$ cat src/rtl/calc_operand_sequencer.sv
// rtl/calc_operand_sequencer.sv - strobe-driven operand loader and result presenter for the ALU
module calc_operand_sequencer #(
  parameter int SYNC_STAGES    = 2,
  parameter int TIMEOUT_CYCLES = 1000
) (
  input  logic       clk,
  input  logic       rst,
  input  logic       strobe,
  input  logic [3:0] op_in,
  input  logic [7:0] data_in,
  input  logic [7:0] alu_y,
  output logic [7:0] alu_a,
  output logic [7:0] alu_b,
  output logic [3:0] alu_sel,
  output logic [7:0] data_out,
  output logic [7:0] io_oe,
  output logic [3:0] status,
  output logic [2:0] op_count
);

  typedef enum logic [1:0] {
    WAIT_A = 2'd0,
    WAIT_B = 2'd1,
    EXEC   = 2'd2,
    SHOW   = 2'd3
  } state_t;

  localparam logic [31:0] TMO_LAST = 32'(TIMEOUT_CYCLES - 1);

  state_t                 state, state_nxt;
  logic [SYNC_STAGES-1:0] sync_q;
  logic                   hist;
  logic                   evt;
  logic                   tmo_hit;
  logic [31:0]            tmo_cnt;
  logic                   tmo_flag;
  logic                   zero_flag;

  // Chain and history reset high so a switch already closed at reset is not an edge.
  always_ff @(posedge clk) begin
    if (rst) begin
      sync_q <= '1;
      hist   <= 1'b1;
    end else begin
      sync_q <= {sync_q[SYNC_STAGES-2:0], strobe};
      hist   <= sync_q[SYNC_STAGES-1];
    end
  end

  assign evt     = sync_q[SYNC_STAGES-1] & ~hist;
  assign tmo_hit = (TIMEOUT_CYCLES != 0) && (tmo_cnt == TMO_LAST);

  always_ff @(posedge clk) begin
    if (rst) state <= WAIT_A;
    else     state <= state_nxt;
  end

  always_comb begin
    state_nxt = state;
    case (state)
      WAIT_A: if (evt) state_nxt = WAIT_B;
      WAIT_B: begin
        if (evt)          state_nxt = EXEC;
        else if (tmo_hit) state_nxt = WAIT_A;
      end
      EXEC:   state_nxt = SHOW;
      SHOW:   if (evt) state_nxt = WAIT_A;
      default: state_nxt = WAIT_A;
    endcase
  end

  // Bus capture happens only in WAIT_A/WAIT_B, so the driven result is never read back.
  always_ff @(posedge clk) begin
    if (rst) begin
      alu_a     <= '0;
      alu_b     <= '0;
      alu_sel   <= '0;
      data_out  <= '0;
      io_oe     <= '0;
      op_count  <= '0;
      tmo_cnt   <= '0;
      tmo_flag  <= 1'b0;
      zero_flag <= 1'b0;
    end else begin
      case (state)
        WAIT_A: if (evt) begin
          alu_a    <= data_in;
          tmo_flag <= 1'b0;
          tmo_cnt  <= '0;
        end
        WAIT_B: begin
          if (evt) begin
            alu_b   <= data_in;
            alu_sel <= op_in;
          end else if (tmo_hit) begin
            tmo_flag <= 1'b1;
          end else begin
            tmo_cnt <= tmo_cnt + 32'd1;
          end
        end
        EXEC: begin
          data_out  <= alu_y;
          zero_flag <= (alu_y == 8'h00);
          io_oe     <= 8'hFF;
          op_count  <= op_count + 3'd1;
        end
        SHOW: if (evt) io_oe <= 8'h00;
        default: ;
      endcase
    end
  end

  assign status = {zero_flag, tmo_flag, state};

endmodule

$ cat config.mk
export PLATFORM = sky130hd
export DESIGN_NAME = calc_operand_sequencer
export DESIGN_NICKNAME = d
export VERILOG_FILES = /design/src/rtl/calc_operand_sequencer.sv
export SDC_FILE = /design/constraint.sdc
export NUM_CORES = 1
export LEC_CHECK = 0
export BUFFER_PORTS_ARGS = -buffer_cell sky130_fd_sc_hd__buf_2
export CAP_MARGIN = 20
export CELL_PAD_IN_SITES_DETAIL_PLACEMENT = 1
export CELL_PAD_IN_SITES_GLOBAL_PLACEMENT = 2
export CORE_MARGIN = 2
export CORE_UTILIZATION = 29
export DETAILED_ROUTE_END_ITERATION = 8
export PLACE_DENSITY_LB_ADDON = 0.1
export SYNTH_ARGS = -nofsm -noshare
export SYNTH_HDL_FRONTEND = slang
export SYNTH_SLANG_ARGS = --single-unit
$ cat constraint.sdc
create_clock -name clk -period 1.9 [get_ports clk]
set_clock_uncertainty 0.15 [all_clocks]
set_input_delay 0.095 -clock clk [delete_from_list [all_inputs] [get_ports clk]]
set_output_delay 0.095 -clock clk [all_outputs]
set_load 0.01 [all_outputs]
==> impl_metrics.toml, run 1 <==
[status]
status = "finished, violations left"
violations = "setup timing"

[layout]
diodes = 0
syn2layout_area_growth_pct = 52.7
drive_gt1_share_pct = 40.0
final-instance-count-excl-fill = 701
multiInputGateArea_sq_mm = 0.00199
final_cell_area_sq_mm = 0.00521
final.fill_count = 1354
regArea_sq_mm = 0.00143
layout.nets = 578

[worst_setup_path]
path_buf_inv = 3
cp-end-kind = "flip-flop"
cp_top_family = "compound AO/OA/AOI/OAI gates"
worstPathArrival_ns = 2.05
worstPathRequired_ns = 1.98
path_depth = 9
startpoint_type = "flip-flop"
worst-path-max-fanout = 6
r2r_cells = 9
crit_path_cell_trace = "ha_4, nor4bb_4, nand4_1, o21ai_4, buf_12, buf_12, buf_6, a21o_1, a21oi_2"
crit_slowest_cell = "dfxtp_4"
crit_path_frequent_cell = "buf_12"
cpPeakStageDelay_ns = 0.37
crit_type = "flip-flop to flip-flop"

[synthesis]
synth_seq_cells = 71
synth_commonest_cells = "nand2_1 (90), dfxtp_1 (71), a21oi_1 (50), nor2_1 (20), clkbuf_1 (14)"
ys_top_cells_by_area = "dfxtp_1 (42%), nand2_1 (9.9%), a21oi_1 (7.3%)"
yosysWarnings = 0
synth-edff-count = 0
async_reset_ff_share_pct = 0
synth_most_common_cell = "nand2_1"
synthCells = 409
synth_flop_cell = "dfxtp_1"
yosysSeqAreaShare_pct = 41.7
synth_cell_types = 61
avgSynthCellArea_sq_um = 8.34
syn_area_sq_mm = 0.00341
yosysTopAreaCell = "dfxtp_1"
synth_top_area_share_pct = 41.7
syn_nets = 434

[sta]
grt_setup_unrepaired = "true"
maxSlewViolCount = 0
setup_viol = 24
setup_ws_ns = -0.0700
period_share_pct = 104
finalHoldViolCount = 0
maxSlewHeadroom_pct = 68.8
max_slew.worst_pin.slew_ns = 0.468
whs_ns = 0.0489
period_minus_slack_ns = 1.97
final.setup.tns_ns = -0.797
max_clock_freq_ghz = 0.508

[pwr]
power.leakage_nw = 2.24
irDropWorstVdd_uv = 510
powerDensity_mw_per_mm2 = 683

[global_route]
grt_pass1_vias = 3787
grt_overflow = 0
grt_max_degree = 44
antenna_found_initial = 0
grt_pass1_wl_microns = 19600
track_usage_pct = 19.7

[placement]
placed_area_sq_mm = 0.00431
io_buffers = 65
gp_congestion = 0.857
place_hpwl_microns = 8050
dp_cells = 656

[die]
io_pins = 66
die_w_microns = 112
core_sq_mm = 0.0115
rows = 39
die_y_microns = 112
dieArea_sq_mm = 0.0126
start_util_pct = 29.8

[clocking]
tritoncts = "yes"
clkLatencyLatePin_ns = 0.34
clk_pin_slew_ns = 0.06
cts_root_buffer = "clkbuf_16"
cts_buffers = 9
cts.sinks = 71
htree_levels = 3
clock_path_buffers = 2

[min_path]
hold_path_depth = 4
hold_path.class = "primary input to flip-flop"

[route]
vias = 3561
wl_met3_microns = 560
drt_iter0_drc = 77
m1WireLength_microns = 5220
top_layer = "met4"
route.detailed.drc = 0
final_antenna_net_count = 0
avgViaCountPerCell = 5.08
routedWlPerCell_microns = 16.7
drt_wl_total_microns = 11700
met2_length_microns = 5720
first_pass_iters = 4

[job]
drv_cap = 0
-- where the power goes --
part | internal (mW) | switching (mW)
Clock | 1.06 | 0.701
Sequential | 1.50 | 0.00961
Combinational | 0.148 | 0.139
Total | 2.71 | 0.849
-- flip-flops by register name (all words and copies together), names as in the netlist, named ones only --
signal,cells
tmo_cnt,32
alu_a,8
alu_b,8
data_out,8
alu_sel,4
op_count,3
sync_q,2
hist,1
io_oe,1
state,1
tmo_flag,1
zero_flag,1
-- layout by cell type, fill, tap and decap left out, drive strengths merged, types with 6 or more instances in the layout --
master       netlist  layout
a21oi             50      50
a22o              10      10
buf               22     147
clkbuf            14      11
dfxtp             71      71
dlygate4sd3        0      21
inv                6       6
nand2             91      91
nand3             13      13
nand4              8       8
nor2              20      20
nor4               7       7
o21ai              7       7
o22a              10      10
-- cells by family (layout without fill, tap and decap cells) --
| group | after synthesis | after routing | synth area share [%] |
|---|---|---|---|
| and+or+nand+nor | 174 | 174 | 25.5 |
| adders and majority gates | 2 | 2 | 0.733 |
| DFF | 71 | 71 | 41.7 |
| AOI/OAI and AO/OA | 112 | 112 | 22.8 |
| xor gates and xnor gates | 3 | 3 | 0.770 |
| muxes | 5 | 5 | 1.47 |
| buffers and inverters | 42 | 191 | 7.08 |
-- routing by layer --
metal | vias up | global-route usage (%)
met1 | 1718 | 23.1
met5 | - | 0
met4 | 0 | 6.83
met2 | 75 | 33.5
li1 | 1752 | -
met3 | 16 | 6.80
-- through the flow --
stage          worst slack (ns)  power, mW  util [%]
3_3_place_gp             -0.105       1.75      37.5
2_1_floorplan           0.00161       1.65         -
6_report                -0.0700       3.56      45.4
3_5_place_dp             -0.175       1.76      37.5
4_1_cts                 -0.0507       3.59      43.7
5_1_grt                  -0.172       3.70      45.4
-- area by class of cell --
type	instances	share of cell area, %
multi-input combinational	296	38.3
clock inverter	6	1.35
sequential	71	27.5
inverter	6	0.432
timing repair buffer	169	24.4
clock buffer	10	4.59
tap	143	3.44
-- path summary, 6_finish.rpt --
path                           start                       end  slack (ns)
max          tmo_cnt[1]$_SDFFE_PP0P_   tmo_cnt[0]$_SDFFE_PP0P_       -0.07
min reg2reg     sync_q[0]$_SDFF_PP1_      sync_q[1]$_SDFF_PP1_        0.26
min                              rst  tmo_cnt[28]$_SDFFE_PP0P_        0.05
max reg2reg  tmo_cnt[1]$_SDFFE_PP0P_   tmo_cnt[0]$_SDFFE_PP0P_       -0.07
-- timing repair --
| item | CTS | global route |
|---|---|---|
| endpoints found under the hold margin | 30 | 0 |
| pin swaps | 11 | 34 |
| setup buffers | 5 | 3 |
| endpoints found under the setup margin | 33 | 33 |
| hold buffers | 21 | 0 |
| resized for setup | 27 | 40 |
| gates cloned | 1 | 1 |
-- worst register-to-register path, delay by kind of cell (launching register included) --
kind	cells	cell delay (ns)
buffers and inverters	3	0.40
AOI/OAI and AO/OA	3	0.42
and+or+nand+nor	2	0.40
adders and majority gates	1	0.13
DFF	1	0.37
(Power assumes the default switching activity.)
==> run 2: changes to the inputs <==
--- a/config.mk
+++ b/config.mk
@@ -10,7 +10,7 @@
 export CELL_PAD_IN_SITES_DETAIL_PLACEMENT = 1
 export CELL_PAD_IN_SITES_GLOBAL_PLACEMENT = 2
 export CORE_MARGIN = 2
-export CORE_UTILIZATION = 29
+export CORE_UTILIZATION = 32
 export DETAILED_ROUTE_END_ITERATION = 8
 export PLACE_DENSITY_LB_ADDON = 0.1
 export SYNTH_ARGS = -nofsm -noshare
==> constraint.sdc (replaced) <==
create_clock -name clk -period 2.17 [get_ports clk]
set_clock_uncertainty 0.15 [all_clocks]
set_input_delay 0.1085 -clock clk [delete_from_list [all_inputs] [get_ports clk]]
set_output_delay 0.1085 -clock clk [all_outputs]
set_load 0.01 [all_outputs]
==> run 2 against run 1 <==
The flow now finishes without violations; worst hold slack improved by 0.21 ns; largest power group is now sequential cells; non-clock buffer count shrank 53; register-to-register slack improved by 0.17 ns; combinational power decreased by 31%; utilization fell by 2.8 points; sequential power is 13% lower; global-route usage decreased by 0.80 points.
==> impl_metrics.toml, run 2 (synthesis gave the netlist of run 1 again) <==
[route]
final_antenna_net_count = 0
drt_iter0_drc = 77
first_pass_iters = 4
drt_wl_total_microns = 10300
route.detailed.drc = 0
avgViaCountPerCell = 5.14
vias = 3297
routedWlPerCell_microns = 16.1

[layout]
regArea_sq_mm = 0.00142
final.fill_count = 1265
drive_gt1_share_pct = 26.3
syn2layout_area_growth_pct = 28.9
final_common_cell = "nand2_1"
layout.nets = 525
top_register = "tmo_cnt"
layout_common_cells = "nand2_1 (90), dfxtp_1 (69), buf_2 (65)"
final_cell_area_sq_mm = 0.00440
diodes = 0
largest_register_ffs = 32
multiInputGateArea_sq_mm = 0.00180

[clocking]
clk_pin_slew_ns = 0.08
cts.sinks = 71
cts_setup_buffers = 0
htree_levels = 3
clock_path_buffers = 2
cts_root_buffer = "clkbuf_8"
tritoncts = "yes"
cts_buffers = 9
clkLatencyLatePin_ns = 0.35

[global_route]
grt_max_degree = 32
antenna_found_initial = 0
grt_pass1_wl_microns = 17100
track_usage_pct = 18.9
grt_overflow = 0
grt_pass1_vias = 3333

[min_path]
hold_path.class = "flip-flop to flip-flop"

[die]
dieArea_sq_mm = 0.0115
core_sq_mm = 0.0103
io_pins = 66
start_util_pct = 33.1
die_y_microns = 107
rows = 37
die_w_microns = 107

[placement]
place_hpwl_microns = 7160
gp_congestion = 0.791
io_buffers = 65
placed_area_sq_mm = 0.00393

[worst_setup_path]
cp_top_family = "simple AND/OR/NAND/NOR gates"
startpoint_type = "flip-flop"
crit_path_cell_trace = "nor4_1, nand4_1, o21ai_4, buf_12, a2111oi_0, a21o_1"
cpPeakStageDelay_ns = 0.44
cp-end-kind = "flip-flop"
crit_type = "flip-flop to flip-flop"
path_buf_inv = 1
crit_slowest_cell = "nor4_1"
worstPathRequired_ns = 2.27
worstPathArrival_ns = 2.17
worst-path-max-fanout = 21

[sta]
final.setup.tns_ns = 0
max_slew.worst_pin.slew_ns = 0.722
setup_viol = 0
period_minus_slack_ns = 2.07
max_clock_freq_ghz = 0.483
grt_setup_unrepaired = "true"
maxSlewViolCount = 0
period_share_pct = 95.4
maxSlewHeadroom_pct = 51.7
finalHoldViolCount = 0

[pwr]
powerDensity_mw_per_mm2 = 587
irDropWorstVdd_uv = 283
power.leakage_nw = 1.83

[job]
drv_cap = 0

[status]
status = "finished, final reports clean"
-- run 2: cell count changes in the layout (fill, tap and decap cells not counted), moves of 8 or more --
cell	delta
a21oi_1	+8
clkbuf_8	+9
a21oi_2	-8
clkbuf_16	-10
buf_4	-42
buf_6	-8
-- run 2: what timing repair did --
action | CTS | global route
endpoints found under the setup margin | 0 | 26
hold buffers | 22 | 0
hold endpoints to repair | 33 | 0
gates resized for setup | 0 | 13
-- run 2: final timing paths --
kind / startpoint / to / slack (ns) / depth (start not counted)
setup reg to reg: tmo_cnt[29]$_SDFFE_PP0P_ / tmo_cnt[22]$_SDFFE_PP0P_ / 0.1 / 6
setup / recovery: tmo_cnt[29]$_SDFFE_PP0P_ / tmo_cnt[22]$_SDFFE_PP0P_ / 0.1 / 6
hold reg to reg: sync_q[0]$_SDFF_PP1_ / sync_q[1]$_SDFF_PP1_ / 0.26 / 1
hold / removal: sync_q[0]$_SDFF_PP1_ / sync_q[1]$_SDFF_PP1_ / 0.26 / 1
-- run 2: metrics by stage --
stage / utilization, % / total power, mW / cells / hold WS, ns / setup slack [ns]
CTS: 42.1 / 2.62 / 641 / 0.270 / 0.0250
floorplan: - / 1.45 / 409 / 0.0623 / 0.229
detailed placement: 38.1 / 1.52 / 603 / 0.151 / 0.0359
finish: 42.6 / 2.58 / 641 / 0.263 / 0.0994
global route: 42.6 / 2.70 / 641 / 0.291 / 0.00143
global placement: 38.1 / 1.51 / 603 / 0.144 / 0.0614
-- run 2: routing by layer --
metal  up-vias  part of all wire [%]  track usage [%]  wire (microns)
li1       1640                     -                -               -
met1      1602                    48             24.9            4920
met2        48                    48             31.0            4950
met3         7                   3.5             4.12             359
met4         0                  0.92             5.75              95
met5         -                     0                0               0
-- run 2: layout make-up --
type | instances | share of cell area (%)
clock buffers | 12 | 3.30
clock inverters | 4 | 1.02
inverters | 6 | 0.512
multi-input cells | 296 | 40.9
flip-flops and latches | 71 | 32.4
well taps | 136 | 3.87
repair buffers | 116 | 18.0
-- run 2: worst register-to-register path: cells and delay by family, from the launching register on --
kind	cells	cell delay, ns
and+or+nand+nor	2	0.72
buffers and inverters	1	0.20
DFF	1	0.35
AOI/OAI and AO/OA	3	0.56
-- run 2: report_power, final --
part | switching [mW] | internal [mW] | total (mW)
Combinational | 0.101 | 0.0964 | 0.198
Sequential | 0.00870 | 1.32 | 1.32
Clock | 0.501 | 0.558 | 1.06
==> run 3: changes to the inputs <==
--- a/config.mk
+++ b/config.mk
@@ -9,6 +9,7 @@
 export CAP_MARGIN = 20
 export CELL_PAD_IN_SITES_DETAIL_PLACEMENT = 1
 export CELL_PAD_IN_SITES_GLOBAL_PLACEMENT = 2
+export CORE_ASPECT_RATIO = 1.4
 export CORE_MARGIN = 2
 export CORE_UTILIZATION = 32
 export DETAILED_ROUTE_END_ITERATION = 8
==> run 3 against run 2 <==
Via count increased by 1.5%; critical path type unchanged; first-iteration DRC count is 30% higher; routed wire length increased by 2.0%; total power increased by 26%; non-clock buffer count rose by 7; largest cell class unchanged; critical path depth did not move; register-to-register slack is essentially flat; worst hold slack got worse by 0.21 ns; critical endpoint is now tmo_cnt[31]$_SDFFE_PP0P_; fmax grew 0.25%; highest routed layer unchanged.
==> impl_metrics.toml, run 3 (synthesis gave the netlist of run 1 again) <==
[worst_setup_path]
r2r_cells = 6
worst-path-max-fanout = 7
startpoint_type = "flip-flop"
worstPathRequired_ns = 2.28
cp-end-kind = "flip-flop"
worstReg2RegEnd = "tmo_cnt[31]$_SDFFE_PP0P_"
timing.rr.start = "tmo_cnt[2]$_SDFFE_PP0P_"
crit_type = "flip-flop to flip-flop"
r2r_slack_ns = 0.10
worstPathArrival_ns = 2.17

[layout]
drive_gt1_share_pct = 27.9
layout.nets = 532
final_cell_area_sq_mm = 0.00462
regArea_sq_mm = 0.00142
final_common_cell = "nand2_1"
syn2layout_area_growth_pct = 35.3
multiInputGateArea_sq_mm = 0.00180
largest_register_ffs = 32
diodes = 0
top_register = "tmo_cnt"
final.fill_count = 1247
layout_common_cells = "nand2_1 (90), dfxtp_1 (69), buf_2 (65)"

[placement]
gp_congestion = 0.795
placed_area_sq_mm = 0.00397
io_buffers = 65
place_hpwl_microns = 7380

[global_route]
antenna_found_initial = 0
grt_pass1_wl_microns = 17600
grt_max_degree = 44
grt_pass1_vias = 3544
grt_overflow = 0
track_usage_pct = 19.0

[clocking]
clk_pin_slew_ns = 0.06
cts_root_buffer = "clkbuf_16"
clock_path_buffers = 2
clkLatencyLatePin_ns = 0.33
htree_levels = 3
cts.sinks = 71
tritoncts = "yes"
cts_buffers = 9

[sta]
max_clock_freq_ghz = 0.484
finalHoldViolCount = 0
period_minus_slack_ns = 2.07
period_share_pct = 95.2
maxSlewHeadroom_pct = 65.2
final.setup.tns_ns = 0
setup_viol = 0
whs_ns = 0.0508
maxSlewViolCount = 0
max_slew.worst_pin.slew_ns = 0.520

[die]
core_sq_mm = 0.0104
die_w_microns = 91.3
rows = 44
dieArea_sq_mm = 0.0115
io_pins = 66
start_util_pct = 32.8
die_y_microns = 126

[route]
route.detailed.drc = 0
routedWlPerCell_microns = 16.2
avgViaCountPerCell = 5.15
drt_wl_total_microns = 10500
drt_iter0_drc = 100
first_pass_iters = 4
final_antenna_net_count = 0
vias = 3346

[min_path]
min_from = "rst"
hold_path_depth = 4
holdPathEnd = "tmo_cnt[28]$_SDFFE_PP0P_"
hold_path.class = "primary input to flip-flop"

[pwr]
powerDensity_mw_per_mm2 = 706
power.leakage_nw = 1.91
irDropWorstVdd_uv = 402

[status]
status = "finished, final reports clean"

[job]
drv_cap = 0
[run 3: cell count changes in the layout (fill, tap and decap cells not counted), moves of 2 or more]
| cell | change |
|---|---|
| buf_4 | +6 |
| clkbuf_16 | +9 |
| clkbuf_8 | -9 |
| clkinv_2 | -3 |
| buf_6 | +2 |
| bufinv_16 | +2 |
| clkinvlp_4 | +2 |
[run 3: how the worst max path moves through the flow]
stage / to / startpoint / slack, ns / cells after the start
final: tmo_cnt[31]$_SDFFE_PP0P_ / tmo_cnt[2]$_SDFFE_PP0P_ / 0.10 / 6
after floorplan: tmo_cnt[10]$_SDFFE_PP0P_ / tmo_cnt[0]$_SDFFE_PP0P_ / 0.23 / 7
after detailed placement: tmo_cnt[29]$_SDFFE_PP0P_ / tmo_cnt[2]$_SDFFE_PP0P_ / -0.006 / 5
after global routing: tmo_cnt[25]$_SDFFE_PP0P_ / tmo_cnt[31]$_SDFFE_PP0P_ / -0.03 / 7
after global placement: tmo_cnt[25]$_SDFFE_PP0P_ / tmo_cnt[18]$_SDFFE_PP0P_ / 0.05 / 7
after CTS: tmo_cnt[25]$_SDFFE_PP0P_ / tmo_cnt[2]$_SDFFE_PP0P_ / 0.003 / 6
[run 3: metrics by stage]
stage | utilization (%) | instances | setup WS (ns) | power [mW]
6_report | 44.4 | 650 | 0.105 | 3.26
5_1_grt | 44.4 | 650 | -0.0277 | 3.38
3_3_place_gp | 38.1 | 611 | 0.0470 | 1.52
4_1_cts | 43.5 | 648 | 0.00256 | 3.29
3_5_place_dp | 38.1 | 611 | -0.00589 | 1.52
2_1_floorplan | - | 409 | 0.229 | 1.45
[run 3: layer usage]
layer / up-vias / part of all wire (%) / global-route usage (%)
li1: 1655 / - / -
met1: 1621 / 42 / 22.2
met2: 61 / 53 / 34.6
met3: 9 / 3.3 / 4.37
met4: 0 / 1.3 / 5.26
met5: - / 0 / 0
[run 3: area by class of cell]
cell class                 count  area share (%)
clock inverter                 5            2.28
multi-input combinational    296            39.0
timing repair buffer         123            18.4
inverter                       6           0.488
tap                          138            3.74
clock buffer                  11            5.26
sequential                    71            30.8
[run 3: power by group]
| part | switching, mW | total [mW] | internal (mW) |
|---|---|---|---|
| combinational | 0.100 | 0.197 | 0.0967 |
| clock | 0.582 | 1.74 | 1.16 |
| sequential | 0.00882 | 1.33 | 1.32 |
| total | 0.691 | 3.26 | 2.57 |
[run 3: worst max-delay path: stages, from the launching register on]
cell	delay [ns]
dfxtp_1	0.43
nand4_1	0.24
nor3_4	0.27
buf_12	0.16
nand3_4	0.13
a2111oi_2	0.40
mux2i_1	0.22
[run 3: timing repair]
| action | in CTS | in global routing |
|---|---|---|
| endpoints found under the setup margin | 2 | 32 |
| buffers inserted | 0 | 2 |
| gates resized for setup | 1 | 13 |
| pin swaps | 1 | 4 |
| hold endpoints to repair | 30 | 0 |
| hold buffers | 21 | 0 |
